[src/rtl/mux_rr_arbiter_if.sv]
// Two producer channels, the registered output stage and arbiter status of mux_rr_arbiter.
// master = arbiter side, slave = producers/consumer side.
interface mux_rr_arbiter_if #(
    parameter int WORD_LENGHT = 8
);
    logic                   Req_Valid_0;
    logic                   Req_Valid_1;
    logic [WORD_LENGHT-1:0] Req_Data_0;
    logic [WORD_LENGHT-1:0] Req_Data_1;
    logic                   Req_Ready_0;
    logic                   Req_Ready_1;
    logic                   Out_Valid;
    logic [WORD_LENGHT-1:0] Out_Data;
    logic                   Out_Ready;
    logic                   Selector;
    logic                   Busy;

    modport master (
        input  Req_Valid_0, Req_Valid_1, Req_Data_0, Req_Data_1, Out_Ready,
        output Req_Ready_0, Req_Ready_1, Out_Valid, Out_Data, Selector, Busy
    );

    modport slave (
        output Req_Valid_0, Req_Valid_1, Req_Data_0, Req_Data_1, Out_Ready,
        input  Req_Ready_0, Req_Ready_1, Out_Valid, Out_Data, Selector, Busy
    );
endinterface

[src/rtl/mux_rr_arbiter.sv]
// Round-robin 2:1 arbiter with bursts of up to MAX_BURST beats; MUX_ARB_FIXED_PRIO_EN gives ties to ch0.
// Latency: grant 1 cycle after request in IDLE, data 1 cycle after accept (registered output).
// Backpressure: Req_Ready only when the output register is empty or draining; FSM and count freeze otherwise.
module mux_rr_arbiter #(
    parameter int WORD_LENGHT = 8,
    parameter int MAX_BURST   = 4
) (
    input  logic               clk,
    input  logic               reset,
    mux_rr_arbiter_if.master   bus
);
    localparam logic [1:0] IDLE    = 2'd0;
    localparam logic [1:0] GRANT_0 = 2'd1;
    localparam logic [1:0] GRANT_1 = 2'd2;

    localparam int            CW        = (MAX_BURST > 1) ? $clog2(MAX_BURST) : 1;
    localparam logic [CW-1:0] LAST_BEAT = CW'(MAX_BURST - 1);

    logic [1:0]             state, state_nxt;
    logic                   prio, prio_nxt;
    logic                   selector, selector_nxt;
    logic [CW-1:0]          beat_count, beat_count_nxt;
    logic                   out_valid;
    logic [WORD_LENGHT-1:0] out_data;
    logic [WORD_LENGHT-1:0] mux_data;
    logic                   can_move, ready_0, ready_1, accept;
    logic                   cur_valid, any_valid, winner, enter;

    assign can_move  = !out_valid || bus.Out_Ready;
    assign ready_0   = (state == GRANT_0) && can_move;
    assign ready_1   = (state == GRANT_1) && can_move;
    assign accept    = (bus.Req_Valid_0 && ready_0) || (bus.Req_Valid_1 && ready_1);
    assign mux_data  = selector ? bus.Req_Data_1 : bus.Req_Data_0;
    // selector always equals the granted channel while in a GRANT state
    assign cur_valid = selector ? bus.Req_Valid_1 : bus.Req_Valid_0;
    assign any_valid = bus.Req_Valid_0 || bus.Req_Valid_1;

`ifdef MUX_ARB_FIXED_PRIO_EN
    assign winner = !bus.Req_Valid_0;
`else
    assign winner = (bus.Req_Valid_0 && bus.Req_Valid_1) ? prio : bus.Req_Valid_1;
`endif

    always_comb begin
        state_nxt      = state;
        prio_nxt       = prio;
        selector_nxt   = selector;
        beat_count_nxt = beat_count;
        enter          = 1'b0;
        case (state)
            IDLE: begin
                enter = any_valid;
            end
            GRANT_0, GRANT_1: begin
                if (can_move) begin
                    // a valid-drop or the last beat of the burst ends the grant
                    if (!cur_valid || (beat_count == LAST_BEAT)) begin
                        if (any_valid) begin
                            enter = 1'b1;
                        end else begin
                            state_nxt = IDLE;
                        end
                    end else begin
                        beat_count_nxt = beat_count + 1'b1;
                    end
                end
            end
            default: begin
                state_nxt = IDLE;
            end
        endcase
        if (enter) begin
            state_nxt      = winner ? GRANT_1 : GRANT_0;
            selector_nxt   = winner;
            prio_nxt       = !winner;
            beat_count_nxt = '0;
        end
    end

    always_ff @(posedge clk or negedge reset) begin
        if (!reset) begin
            state      <= IDLE;
            prio       <= 1'b0;
            selector   <= 1'b0;
            beat_count <= '0;
        end else begin
            state      <= state_nxt;
            prio       <= prio_nxt;
            selector   <= selector_nxt;
            beat_count <= beat_count_nxt;
        end
    end

    always_ff @(posedge clk or negedge reset) begin
        if (!reset) begin
            out_valid <= 1'b0;
            out_data  <= '0;
        end else if (accept) begin
            out_valid <= 1'b1;
            out_data  <= mux_data;
        end else if (bus.Out_Ready) begin
            out_valid <= 1'b0;
        end
    end

    assign bus.Req_Ready_0 = ready_0;
    assign bus.Req_Ready_1 = ready_1;
    assign bus.Out_Valid   = out_valid;
    assign bus.Out_Data    = out_data;
    assign bus.Selector    = selector;
    assign bus.Busy        = (state != IDLE);
endmodule

[src/flat_wrapper.sv]
// flat-port wrapper written by rule: the top's interface ports become plain ports
module mux_rr_arbiter_flat 
#(
    parameter int WORD_LENGHT = 8,
    parameter int MAX_BURST   = 4
)
  (clk, reset, bus_Req_Valid_0, bus_Req_Valid_1, bus_Req_Data_0, bus_Req_Data_1, bus_Out_Ready, bus_Req_Ready_0, bus_Req_Ready_1, bus_Out_Valid, bus_Out_Data, bus_Selector, bus_Busy);
  mux_rr_arbiter_if #(.WORD_LENGHT(WORD_LENGHT)) bus_i ();
  input  logic clk;
  input  logic reset;
  input wire logic [$bits(bus_i.Req_Valid_0)-1:0] bus_Req_Valid_0;
  input wire logic [$bits(bus_i.Req_Valid_1)-1:0] bus_Req_Valid_1;
  input wire logic [$bits(bus_i.Req_Data_0)-1:0] bus_Req_Data_0;
  input wire logic [$bits(bus_i.Req_Data_1)-1:0] bus_Req_Data_1;
  input wire logic [$bits(bus_i.Out_Ready)-1:0] bus_Out_Ready;
  output wire logic [$bits(bus_i.Req_Ready_0)-1:0] bus_Req_Ready_0;
  output wire logic [$bits(bus_i.Req_Ready_1)-1:0] bus_Req_Ready_1;
  output wire logic [$bits(bus_i.Out_Valid)-1:0] bus_Out_Valid;
  output wire logic [$bits(bus_i.Out_Data)-1:0] bus_Out_Data;
  output wire logic [$bits(bus_i.Selector)-1:0] bus_Selector;
  output wire logic [$bits(bus_i.Busy)-1:0] bus_Busy;
  assign bus_i.Req_Valid_0 = bus_Req_Valid_0;
  assign bus_i.Req_Valid_1 = bus_Req_Valid_1;
  assign bus_i.Req_Data_0 = bus_Req_Data_0;
  assign bus_i.Req_Data_1 = bus_Req_Data_1;
  assign bus_i.Out_Ready = bus_Out_Ready;
  assign bus_Req_Ready_0 = bus_i.Req_Ready_0;
  assign bus_Req_Ready_1 = bus_i.Req_Ready_1;
  assign bus_Out_Valid = bus_i.Out_Valid;
  assign bus_Out_Data = bus_i.Out_Data;
  assign bus_Selector = bus_i.Selector;
  assign bus_Busy = bus_i.Busy;
  mux_rr_arbiter #(.WORD_LENGHT(WORD_LENGHT), .MAX_BURST(MAX_BURST)) u_core (.clk(clk), .reset(reset), .bus(bus_i));
endmodule
[config.mk]
export PLATFORM = sky130hd
export DESIGN_NAME = mux_rr_arbiter_flat
export DESIGN_NICKNAME = d
export VERILOG_FILES = /design/src/rtl/mux_rr_arbiter_if.sv /design/src/rtl/mux_rr_arbiter.sv /design/src/flat_wrapper.sv
export SDC_FILE = /design/constraint.sdc
export NUM_CORES = 1
export LEC_CHECK = 0
export ABC_CLOCK_PERIOD_IN_PS = 5000
export BUFFER_PORTS_ARGS = -buffer_cell sky130_fd_sc_hd__buf_2
export CORE_MARGIN = 2
export CORE_UTILIZATION = 45
export CTS_BUF_LIST = sky130_fd_sc_hd__clkbuf_8
export DETAILED_ROUTE_END_ITERATION = 10
export GPL_ROUTABILITY_DRIVEN = 0
export GPL_TIMING_DRIVEN = 0
export PLACE_DENSITY_LB_ADDON = 0.3
export SKIP_CTS_REPAIR_TIMING = 1
export SLEW_MARGIN = 20
export SYNTH_ARGS = -nofsm -noshare
export SYNTH_HDL_FRONTEND = slang
export SYNTH_SLANG_ARGS = --single-unit
[constraint.sdc]
create_clock -name clk -period 5 [get_ports clk]
set_input_delay 0.5 -clock clk [delete_from_list [all_inputs] [get_ports clk]]
set_output_delay 0.5 -clock clk [all_outputs]
set_load 0.03 [all_outputs]
==> results summary, run 1 <==
The first-iteration detailed-routing DRC count is 16. The maximum single-stage delay on the critical path came out at 0.40 ns. The standard-cell row count came out at 15.

The upper clock frequency limit came out at 0.5471 GHz. The largest delay contributor family on the critical path is buffers and inverters. The number of global-route vias before repair is 633. The clock buffer count from CTS is 3. The tool flagged a number of max-cap violations equal to 0. In this run the cell area of the synthesized design comes to 840.8 um^2. The floorplan step set the die width to 47.23 um.

The pin count of the biggest net entering global routing is 16. The actual transition at the worst max-transition pin came out at 0.4564 ns. The number of remaining DRC errors came out at 0.

Summed over all layers, the routed wires come to 1.685 mm. The post-route netlist has 36.84% of its cells at a drive strength greater than 1. The instance area after placement is 1037 um^2. By startpoint and endpoint, the worst setup path is classified as reg2out. The clock latency on the worst-skew pair came out at 0.25 ns. The clock drives 15 sinks.

The CTS clock-pin slew for the worst setup and hold paths is 0.06 ns. Cells fill 62.08% of the core in the end. The number of storage elements in the synthesis netlist came out at 15.

The count of antenna diodes in the layout came out at 0. The area share of the largest cell type after synthesis came out at 44.64%. The worst setup path is captured at an output port. For this design the ratio of total power to cell area is 672.5 nW/um^2. The half-perimeter wire length after placement came out at 1.326 mm.

The worst slew margin relative to its limit is 69.46%. Setup repair after global routing left no endpoint under its margin. Data on the critical path is required at its endpoint by 4.50 ns. The average via count per standard cell came out at 5.086. The post-layout net count came out at 141. The final hold violation count was 0. The first detailed-routing pass took 4 iterations. Among all cell types in the netlist, the one instantiated most often is sky130_fd_sc_hd__dfrtp_1.

The run finished with clean final reports. The clock tree from TritonCTS is yes. The peak ir drop on the vdd network came out at 0.2932 mV. The maximum buffer depth of the clock tree came out at 2. The minimum clock period came out at 1.828 ns. The number of antenna violations at the first check in global routing came out at 0.

Setup violations remaining at the end of the flow were counted as 0. The routed length per instance is 12.12 um. The leakage power summed over all cells came out at 0.5437 nW. Adding up every negative setup slack in the final design gives 0 ns.

In this run, synthesis inferred 0 flip-flops with an integrated enable. The final-layout fill cell count came out at 156. The effective utilization at floorplan is 48.17%. The signal on the critical path passes through inv_1, ha_1, inv_1, buf_2.

Counting every net in the synthesized netlist gives 103. The die covers 2230 um^2. The signal arrival time at the worst endpoint is 1.33 ns. The region available for standard cell placement spans 1745 um^2.

In this run the number of H-tree levels came out at 1. For this run, the number of Yosys warnings is 0. The count of pins over their slew limit was 0. In the post-synthesis netlist, the biggest area contributors are sky130_fd_sc_hd__dfrtp_1 45%, sky130_fd_sc_hd__mux2i_1 11%, sky130_fd_sc_hd__ha_1 7.4%. The area added between synthesis and finish is 28.87%. Measured along the y axis, the die boundary spans 47.23 um.

STA classifies the critical path startpoint as a register. The biggest area contributor in the post-synthesis netlist is sky130_fd_sc_hd__dfrtp_1. On the final layout, the worst hold slack is 0.1441 ns. The post-layout instance area came out at 1084 um^2. Averaged over all synthesized cells, the footprint is 10.92 um^2. The critical-path cell with the highest stage delay is sky130_fd_sc_hd__dfrtp_1.

The first global-routing pass estimated 2.704 mm of wire. The maximum net fanout on the critical path came out at 4. The top-level port count came out at 34. The number of unique standard cell types used by synthesis is 23.

The overall routing resource usage came out at 17.59%. The share of the clock period used by the worst path is 36.56%. The critical path contains buffers and inverters numbering 3 combined. The sequential area share after synthesis is 44.64%. The overflow left after global routing came out at 0.

Counting flops with an async set or reset pin after synthesis yields a share of 100.0%. The number of vias in the routed layout came out at 707. The synthesized netlist cell count is 77. The port buffer count is 33. Among all flip-flop cells after synthesis, the most frequent one is sky130_fd_sc_hd__dfrtp_1.

The worst hold-check path type is in2async. The worst clock skew is 0.003896 ns. By instance count, the cell type seen most on the critical path is sky130_fd_sc_hd__inv_1. The completed layout was analyzed and its total power is 0.7286 mW. The count of nets left with antenna violations once routing finished came out at 0. The tree is rooted in a sky130_fd_sc_hd__clkbuf_8.

By count the netlist is led by 15 x sky130_fd_sc_hd__dfrtp_1, 12 x sky130_fd_sc_hd__nor2_1, 9 x sky130_fd_sc_hd__mux2i_1.
-- worst register-to-register path, cell delays in order, from the launching register on --
cell,delay (ns)
sky130_fd_sc_hd__dfrtp_1,0.36
sky130_fd_sc_hd__buf_6,0.18
sky130_fd_sc_hd__mux2i_4,0.29
sky130_fd_sc_hd__o211ai_2,0.12
sky130_fd_sc_hd__a211oi_4,0.39
sky130_fd_sc_hd__mux2_1,0.36
-- per-stage QoR --
step,instances,worst slack [ns]
after floorplan,77,3.108
after global placement,135,3.178
after detailed placement,135,3.145
after CTS,139,3.170
after global routing,139,2.920
final,139,3.172
-- layout make-up --
class	instances	area (um^2)	share of cell area, %
tap	25	31.28	2.887
inverter	5	18.77	1.732
clock buffer	3	41.29	3.811
clock inverter	1	5.005	0.4619
buffer	2	15.01	1.386
sequential	15	375.4	34.64
timing repair buffer	33	165.2	15.24
multi-input combinational	55	431.7	39.84
-- power breakdown --
group	internal, mW	switching (mW)
Sequential	0.178	0.0319
Combinational	0.162	0.257
Clock	0.0553	0.0441
-- placed cells by master (no fill, tap or decap) --
master                     count
sky130_fd_sc_hd__nand2b_1      1
sky130_fd_sc_hd__nor2_1       12
sky130_fd_sc_hd__a22oi_1       1
sky130_fd_sc_hd__clkinv_2      1
sky130_fd_sc_hd__o21ai_0       2
sky130_fd_sc_hd__o211ai_1      1
sky130_fd_sc_hd__nand2_1       2
sky130_fd_sc_hd__and2_1        2
sky130_fd_sc_hd__nor4b_2       1
sky130_fd_sc_hd__mux2i_1       9
sky130_fd_sc_hd__o211ai_2      1
sky130_fd_sc_hd__nor2b_1       1
sky130_fd_sc_hd__a32o_1        2
sky130_fd_sc_hd__ha_1          5
sky130_fd_sc_hd__xnor2_1       1
sky130_fd_sc_hd__mux2_1        2
sky130_fd_sc_hd__clkbuf_8      3
sky130_fd_sc_hd__buf_6         1
sky130_fd_sc_hd__dfrtp_1      15
sky130_fd_sc_hd__clkbuf_1      1
sky130_fd_sc_hd__a21oi_1       8
sky130_fd_sc_hd__buf_2        33
sky130_fd_sc_hd__inv_1         5
sky130_fd_sc_hd__a21o_1        2
sky130_fd_sc_hd__a211oi_4      1
sky130_fd_sc_hd__mux2i_4       1
-- final timing paths --
check / from / end / slack [ns] / cells past startpoint
max: u_core.state[0] / bus_Busy / 3.17 / 4
max in group asynchronous: reset / u_core.bus.Out_Valid / 4.60 / 1
min: reset / u_core.prio / 0.14 / 1
min in group clk: u_core.prio / u_core.prio / 0.49 / 1
max reg2reg: u_core.bus.Selector / u_core.bus.Selector / 3.18 / 5
min reg2reg: u_core.prio / u_core.prio / 0.49 / 1
-- metal layers --
metal	GRT usage, %	part of all wire (%)	vias to the layer above	routed length (um)
met5	0	0	-	0
met4	10.00	2.0	0	33
met3	2.308	4.0	3	68
met2	28.11	51	21	862
met1	22.82	43	341	720
li1	-	-	342	-
-- registers in the layout, indices dropped and copies added, names as in the netlist --
name	count
u_core.bus.Out_Data	8
u_core.beat_count	2
u_core.state	2
u_core.bus.Out_Valid	1
u_core.bus.Selector	1
u_core.prio	1
-- logic make-up (layout without fill, tap and decap cells) --
| kind of cell | count (synthesis) | in the layout | share of synthesized area (%) |
|---|---|---|---|
| AOI/OAI and AO/OA | 18 | 18 | 15.77 |
| xor gates and xnor gates | 1 | 1 | 1.042 |
| adders and majority gates | 5 | 5 | 7.440 |
| buffers and inverters | 7 | 44 | 4.018 |
| DFF | 15 | 15 | 44.64 |
| muxes | 12 | 12 | 16.07 |
| and+or+nand+nor | 19 | 19 | 11.01 |
Power figures use the tool's default switching activity.
==> run 2, diff against run 1 <==
--- a/config.mk
+++ b/config.mk
@@ -5,7 +5,8 @@
 export SDC_FILE = /design/constraint.sdc
 export NUM_CORES = 1
 export LEC_CHECK = 0
-export ABC_CLOCK_PERIOD_IN_PS = 5000
+export ABC_AREA = 1
+export ABC_CLOCK_PERIOD_IN_PS = 1700
 export BUFFER_PORTS_ARGS = -buffer_cell sky130_fd_sc_hd__buf_2
 export CORE_MARGIN = 2
 export CORE_UTILIZATION = 45
==> constraint.sdc (replaced) <==
create_clock -name clk -period 1.7 [get_ports clk]
set_input_delay 0.17 -clock clk [delete_from_list [all_inputs] [get_ports clk]]
set_output_delay 0.17 -clock clk [all_outputs]
set_load 0.03 [all_outputs]
==> run 2 against run 1 <==
Effect of this change: clock skew rose by 0.0041 ns; largest cell class unchanged; critical endpoint unchanged; clock power rose to 2.9 times the previous value; final cell count is 24% higher.
==> results summary, run 2 <==
Result of the run: finished clean (unchanged). The most common cell after layout, fill and taps aside is sky130_fd_sc_hd__buf_2 (unchanged). The share of synthesized area spent on multiplexers came out at 0% (was 16.07%). The number of warnings printed during yosys synthesis came out at 0 (unchanged). The worst clock skew was 0.007995 ns (was 0.003896 ns). The number of unique standard cell types used by synthesis came out at 18 (was 23). The net count after synthesis is 133 (was 103). The die outline width is 48.99 um (was 47.23 um). The upper clock frequency limit is 0.6704 GHz. The signal arrival time at the worst endpoint is 1.32 ns (was 1.33 ns). Synth top area cells: sky130_fd_sc_hd__dfrtp_1 41%, sky130_fd_sc_hd__nand2_1 13%, sky130_fd_sc_hd__ha_1 6.9% (was sky130_fd_sc_hd__dfrtp_1 45%, sky130_fd_sc_hd__mux2i_1 11%, sky130_fd_sc_hd__ha_1 7.4%). The half-perimeter wire length after placement was 1.472 mm (was 1.326 mm).

The sum of buffers and inverters on the critical path is 3 (unchanged). The per-instance average area after synthesis came out at 8.513 um^2 (was 10.92 um^2). The total power density per cell area came out at 1898 nW/um^2 (was 672.5 nW/um^2). The termination of the worst setup path is bus_Busy (unchanged).

The CTS sink count came out at 15 (unchanged). The worst slew margin relative to its limit was 77.00% (was 69.46%). The layout cell share with drive strength beyond 1 came out at 44.83% (was 36.84%). The synthesized netlist cell count is 107 (was 77). The leakage power summed over all cells came out at 0.6747 nW (was 0.5437 nW). The number of cells traversed by the worst hold path came out at 3. Top cell types by occurrence after synthesis: 32 x sky130_fd_sc_hd__nand2_1, 15 x sky130_fd_sc_hd__dfrtp_1, 11 x sky130_fd_sc_hd__inv_1 (was 15 x sky130_fd_sc_hd__dfrtp_1, 12 x sky130_fd_sc_hd__nor2_1, 9 x sky130_fd_sc_hd__mux2i_1). The critical-path cell with the highest stage delay is sky130_fd_sc_hd__dfrtp_1 (unchanged). The first-iteration detailed-routing DRC count is 8 (was 16).

The overall routing resource usage is 17.91% (was 17.59%). The placeable core region is 1942 um^2 (was 1745 um^2). The peak ir drop on the vdd network came out at 1.072 mV (was 0.2932 mV). The routed wire length is 1.948 mm (was 1.685 mm). The worst hold-check path type is in2reg (was in2async). The post-layout net count was 172 (was 141). The number of nets still failing antenna checks after routing is 0 (unchanged). Ordered cell list for the critical path: inv_1, ha_1, inv_1, buf_2 (unchanged).

The number of max-cap violations is 0 (unchanged). The combined area of all synthesized cells came to 910.9 um^2 (was 840.8 um^2). The port buffer count is 33 (unchanged). Setup repair after global routing missed its margin: no (unchanged).

The H-tree depth reported by CTS is 1 (unchanged). The fraction of synthesized cell area in xor and xnor cells is 0.9615% (was 1.042%). The dominant register cell in the synthesized netlist was sky130_fd_sc_hd__dfrtp_1 (unchanged). The sort of element at the end of the critical path is an output port (unchanged). The cell-internal power came out at 1.119 mW (was 0.3951 mW). The share of the clock period used by the worst path came out at 87.75%. The number of search-and-repair iterations in the first detailed-routing pass came out at 3 (was 4). The clock latency on the worst-skew pair came to 0.25 ns (about the same). The global-route wire length before repair came out at 3.339 mm (was 2.704 mm). The maximum single-stage delay on the critical path came out at 0.41 ns (was 0.40 ns). The routed length per instance came out at 11.33 um (was 12.12 um). The number of antenna violations at the first check in global routing came to 0 (unchanged). The count of pins over their slew limit is 0 (unchanged). The average via count per standard cell was 4.616 (was 5.086). The share of total power in sequential cells came out at 28.6% (was 28.8%). The number of non-filler instances in the completed layout is 172 (was 139). The internal reg-to-reg setup slack came out at 0.27 ns (was 3.18 ns). The area added between synthesis and finish is 28.02% (was 28.87%). The number of storage elements in the synthesis netlist is 15 (unchanged). The category of the worst setup path launch point is a register (unchanged). The clock tree from TritonCTS was yes (unchanged). The clock buffer count from CTS came out at 3 (unchanged). The minimum clock period is 1.492 ns. The maximum net fanout on the critical path was 4 (unchanged). The startpoint of the lowest-slack register-to-register path is u_core.state[0] (was u_core.bus.Selector). The cell taking the most area after synthesis is sky130_fd_sc_hd__dfrtp_1 (unchanged).

The final hold violation count is 0 (unchanged). The sequential area share after synthesis came out at 41.21% (was 44.64%). The largest delay contributor family on the critical path is buffers and inverters (unchanged). The top-level port count came out at 34 (unchanged). The combinational fraction of design power is 58.2% (was 57.5%). The endpoint of the worst register-to-register path was u_core.state[1] (was u_core.bus.Selector).

The cell at the root of the clock tree was sky130_fd_sc_hd__clkbuf_8 (unchanged). The total power after layout is 2.214 mW (was 0.7286 mW). The category of the critical setup timing path is reg2out (unchanged). The proportion of total power due to net switching came out at 49.47% (was 45.77%). The switching power came out at 1.095 mW (was 0.3335 mW). The effective utilization at floorplan is 46.91% (was 48.17%). The startpoint of the worst setup timing path is u_core.state[0] (unchanged).

The most repeated library cell on the critical path is sky130_fd_sc_hd__inv_1 (unchanged). The count of placed standard cells including taps came to 167 (was 135). The maximum buffer depth of the clock tree is 2 (unchanged). The number of remaining DRC errors came out at 0 (unchanged). Most frequent cells in the layout: 33 x sky130_fd_sc_hd__buf_2, 32 x sky130_fd_sc_hd__nand2_1, 15 x sky130_fd_sc_hd__dfrtp_1 (was 33 x sky130_fd_sc_hd__buf_2, 15 x sky130_fd_sc_hd__dfrtp_1, 12 x sky130_fd_sc_hd__nor2_1). The CTS clock-pin slew for the worst setup and hold paths came out at 0.07 ns (was 0.06 ns).

The depth of the worst register-to-register path came out at 9 (was 5). The async set-or-reset flop fraction in the synthesized netlist came out at 100.0% (unchanged). The combinational family with the most area after synthesis is simple AND/OR/NAND/NOR gates (was multiplexers). The pin count of the biggest net entering global routing is 16 (unchanged).

The number of flip-flops under the largest register name was 8 (unchanged). The count of antenna diodes in the layout came out at 0 (unchanged). The die area is 2400 um^2 (was 2230 um^2). The die outline height came out at 48.99 um (was 47.23 um). The basic-gate share of the synthesized area counting and, or, nand and nor cells came out at 33.52% (was 11.01%). The critical path depth came out at 4 (unchanged). The most common cell in the synthesized netlist is sky130_fd_sc_hd__nand2_1 (was sky130_fd_sc_hd__dfrtp_1). The arithmetic-cell share of the synthesized area counting full adders, half adders and majority gates is 6.868% (was 7.440%). The number of vias in the routed layout is 794 (was 707).

The standard-cell row count came out at 16 (was 15). The clock network fraction of design power is 13.1% (was 13.6%). The required time reported for the critical path endpoint came out at 1.53 ns (was 4.50 ns). The area share of the largest cell type after synthesis is 41.21% (was 44.64%). The compound-cell area share of the yosys netlist came to 9.753% (was 15.77%).

The number of global-route vias before repair came out at 783 (was 633). The aggregate negative setup slack is 0 ns (unchanged). The overflow left after global routing is 0 (unchanged). The number of failing setup endpoints in the final timing report is 0 (unchanged).

The actual transition at the worst max-transition pin is 0.3451 ns (was 0.4564 ns). The number of flops mapped to enable cells by yosys is 0 (unchanged).
[run 2: cell types whose count changed in the layout (fill, tap and decap cells not counted), moves of 3 or more]
cell                       previous run  this run
sky130_fd_sc_hd__a21oi_1              8         0
sky130_fd_sc_hd__inv_1                5        11
sky130_fd_sc_hd__inv_2                0         3
sky130_fd_sc_hd__mux2i_1              9         0
sky130_fd_sc_hd__nand2_1              2        32
sky130_fd_sc_hd__nand2_2              0         6
sky130_fd_sc_hd__nand2_4              0         3
sky130_fd_sc_hd__nor2_1              12         3
sky130_fd_sc_hd__nor2_2               0         4
sky130_fd_sc_hd__o211ai_1             1         8
sky130_fd_sc_hd__or2_2                0         8
[run 2: worst reg2reg max path, cell delays in order, from the launching register on]
cell	delay, ns
sky130_fd_sc_hd__dfrtp_1	0.41
sky130_fd_sc_hd__inv_1	0.09
sky130_fd_sc_hd__ha_1	0.31
sky130_fd_sc_hd__nand2_1	0.14
sky130_fd_sc_hd__inv_2	0.06
sky130_fd_sc_hd__nand2_4	0.08
sky130_fd_sc_hd__nand2_2	0.05
sky130_fd_sc_hd__nand2_2	0.10
sky130_fd_sc_hd__nand3_1	0.09
sky130_fd_sc_hd__nand2_1	0.06
[run 2: layout make-up]
cell class | count | area [um^2]
buffer | 1 | 11.26
clock buffer | 3 | 41.29
clock inverter | 1 | 5.005
fill | 187 | 775.7
inverter | 15 | 58.81
multi-input combinational | 76 | 465.4
sequential | 15 | 375.4
tap | 27 | 33.78
timing repair buffer | 34 | 175.2
[run 2: how the worst min path moves through the flow]
stage,start,end,slack [ns]
2_1_floorplan,reset,u_core.beat_count[0],-0.13
3_3_place_gp,reset,u_core.bus.Out_Data[0],0.09
3_5_place_dp,reset,u_core.bus.Out_Data[0],0.1
4_1_cts,reset,u_core.bus.Out_Data[0],-0.17
5_1_grt,bus_Req_Data_0[5],u_core.bus.Out_Data[5],0.16
6_report,bus_Req_Data_0[4],u_core.bus.Out_Data[4],0.15
[run 2: layer usage]
layer	part of all wire [%]	wire, um	vias up	GRT usage [%]
met5	0	0	-	0
met4	0	0	0	2.857
met3	3.8	74	0	3.988
met2	53	1033	19	32.19
met1	43	841	368	22.27
li1	-	-	407	-
[run 2: power by group through the flow]
stage | Combinational (mW) | Clock [mW] | Sequential, mW
3_5_place_dp | 1.30 | 0 | 0.635
2_1_floorplan | 0.766 | 0 | 0.847
6_report | 1.29 | 0.291 | 0.634
5_1_grt | 1.44 | 0.316 | 0.653
3_3_place_gp | 1.28 | 0 | 0.627
4_1_cts | 1.31 | 0.296 | 0.634
[run 2: through the flow]
| step | hold WS, ns | setup WS [ns] | utilization [%] | cell area [um^2] |
|---|---|---|---|---|
| floorplan | -0.1256 | 0.2269 | - | 910.9 |
| global placement | 0.08900 | 0.3191 | 57.15 | 1110 |
| detailed placement | 0.09901 | 0.2747 | 57.15 | 1110 |
| CTS | -0.1730 | 0.2058 | 59.54 | 1156 |
| global route | 0.1603 | 0.1042 | 60.05 | 1166 |
| finish | 0.1486 | 0.2083 | 60.05 | 1166 |
[run 2: kinds of logic after synthesis]
| kind of cell | after synthesis |
|---|---|
| AND/OR/NAND/NOR | 59 |
| AO/OA/AOI/OAI | 11 |
| adder cells (fa/ha/maj) | 5 |
| XOR/XNOR | 1 |
| buffers and inverters | 16 |
| flip-flops | 15 |
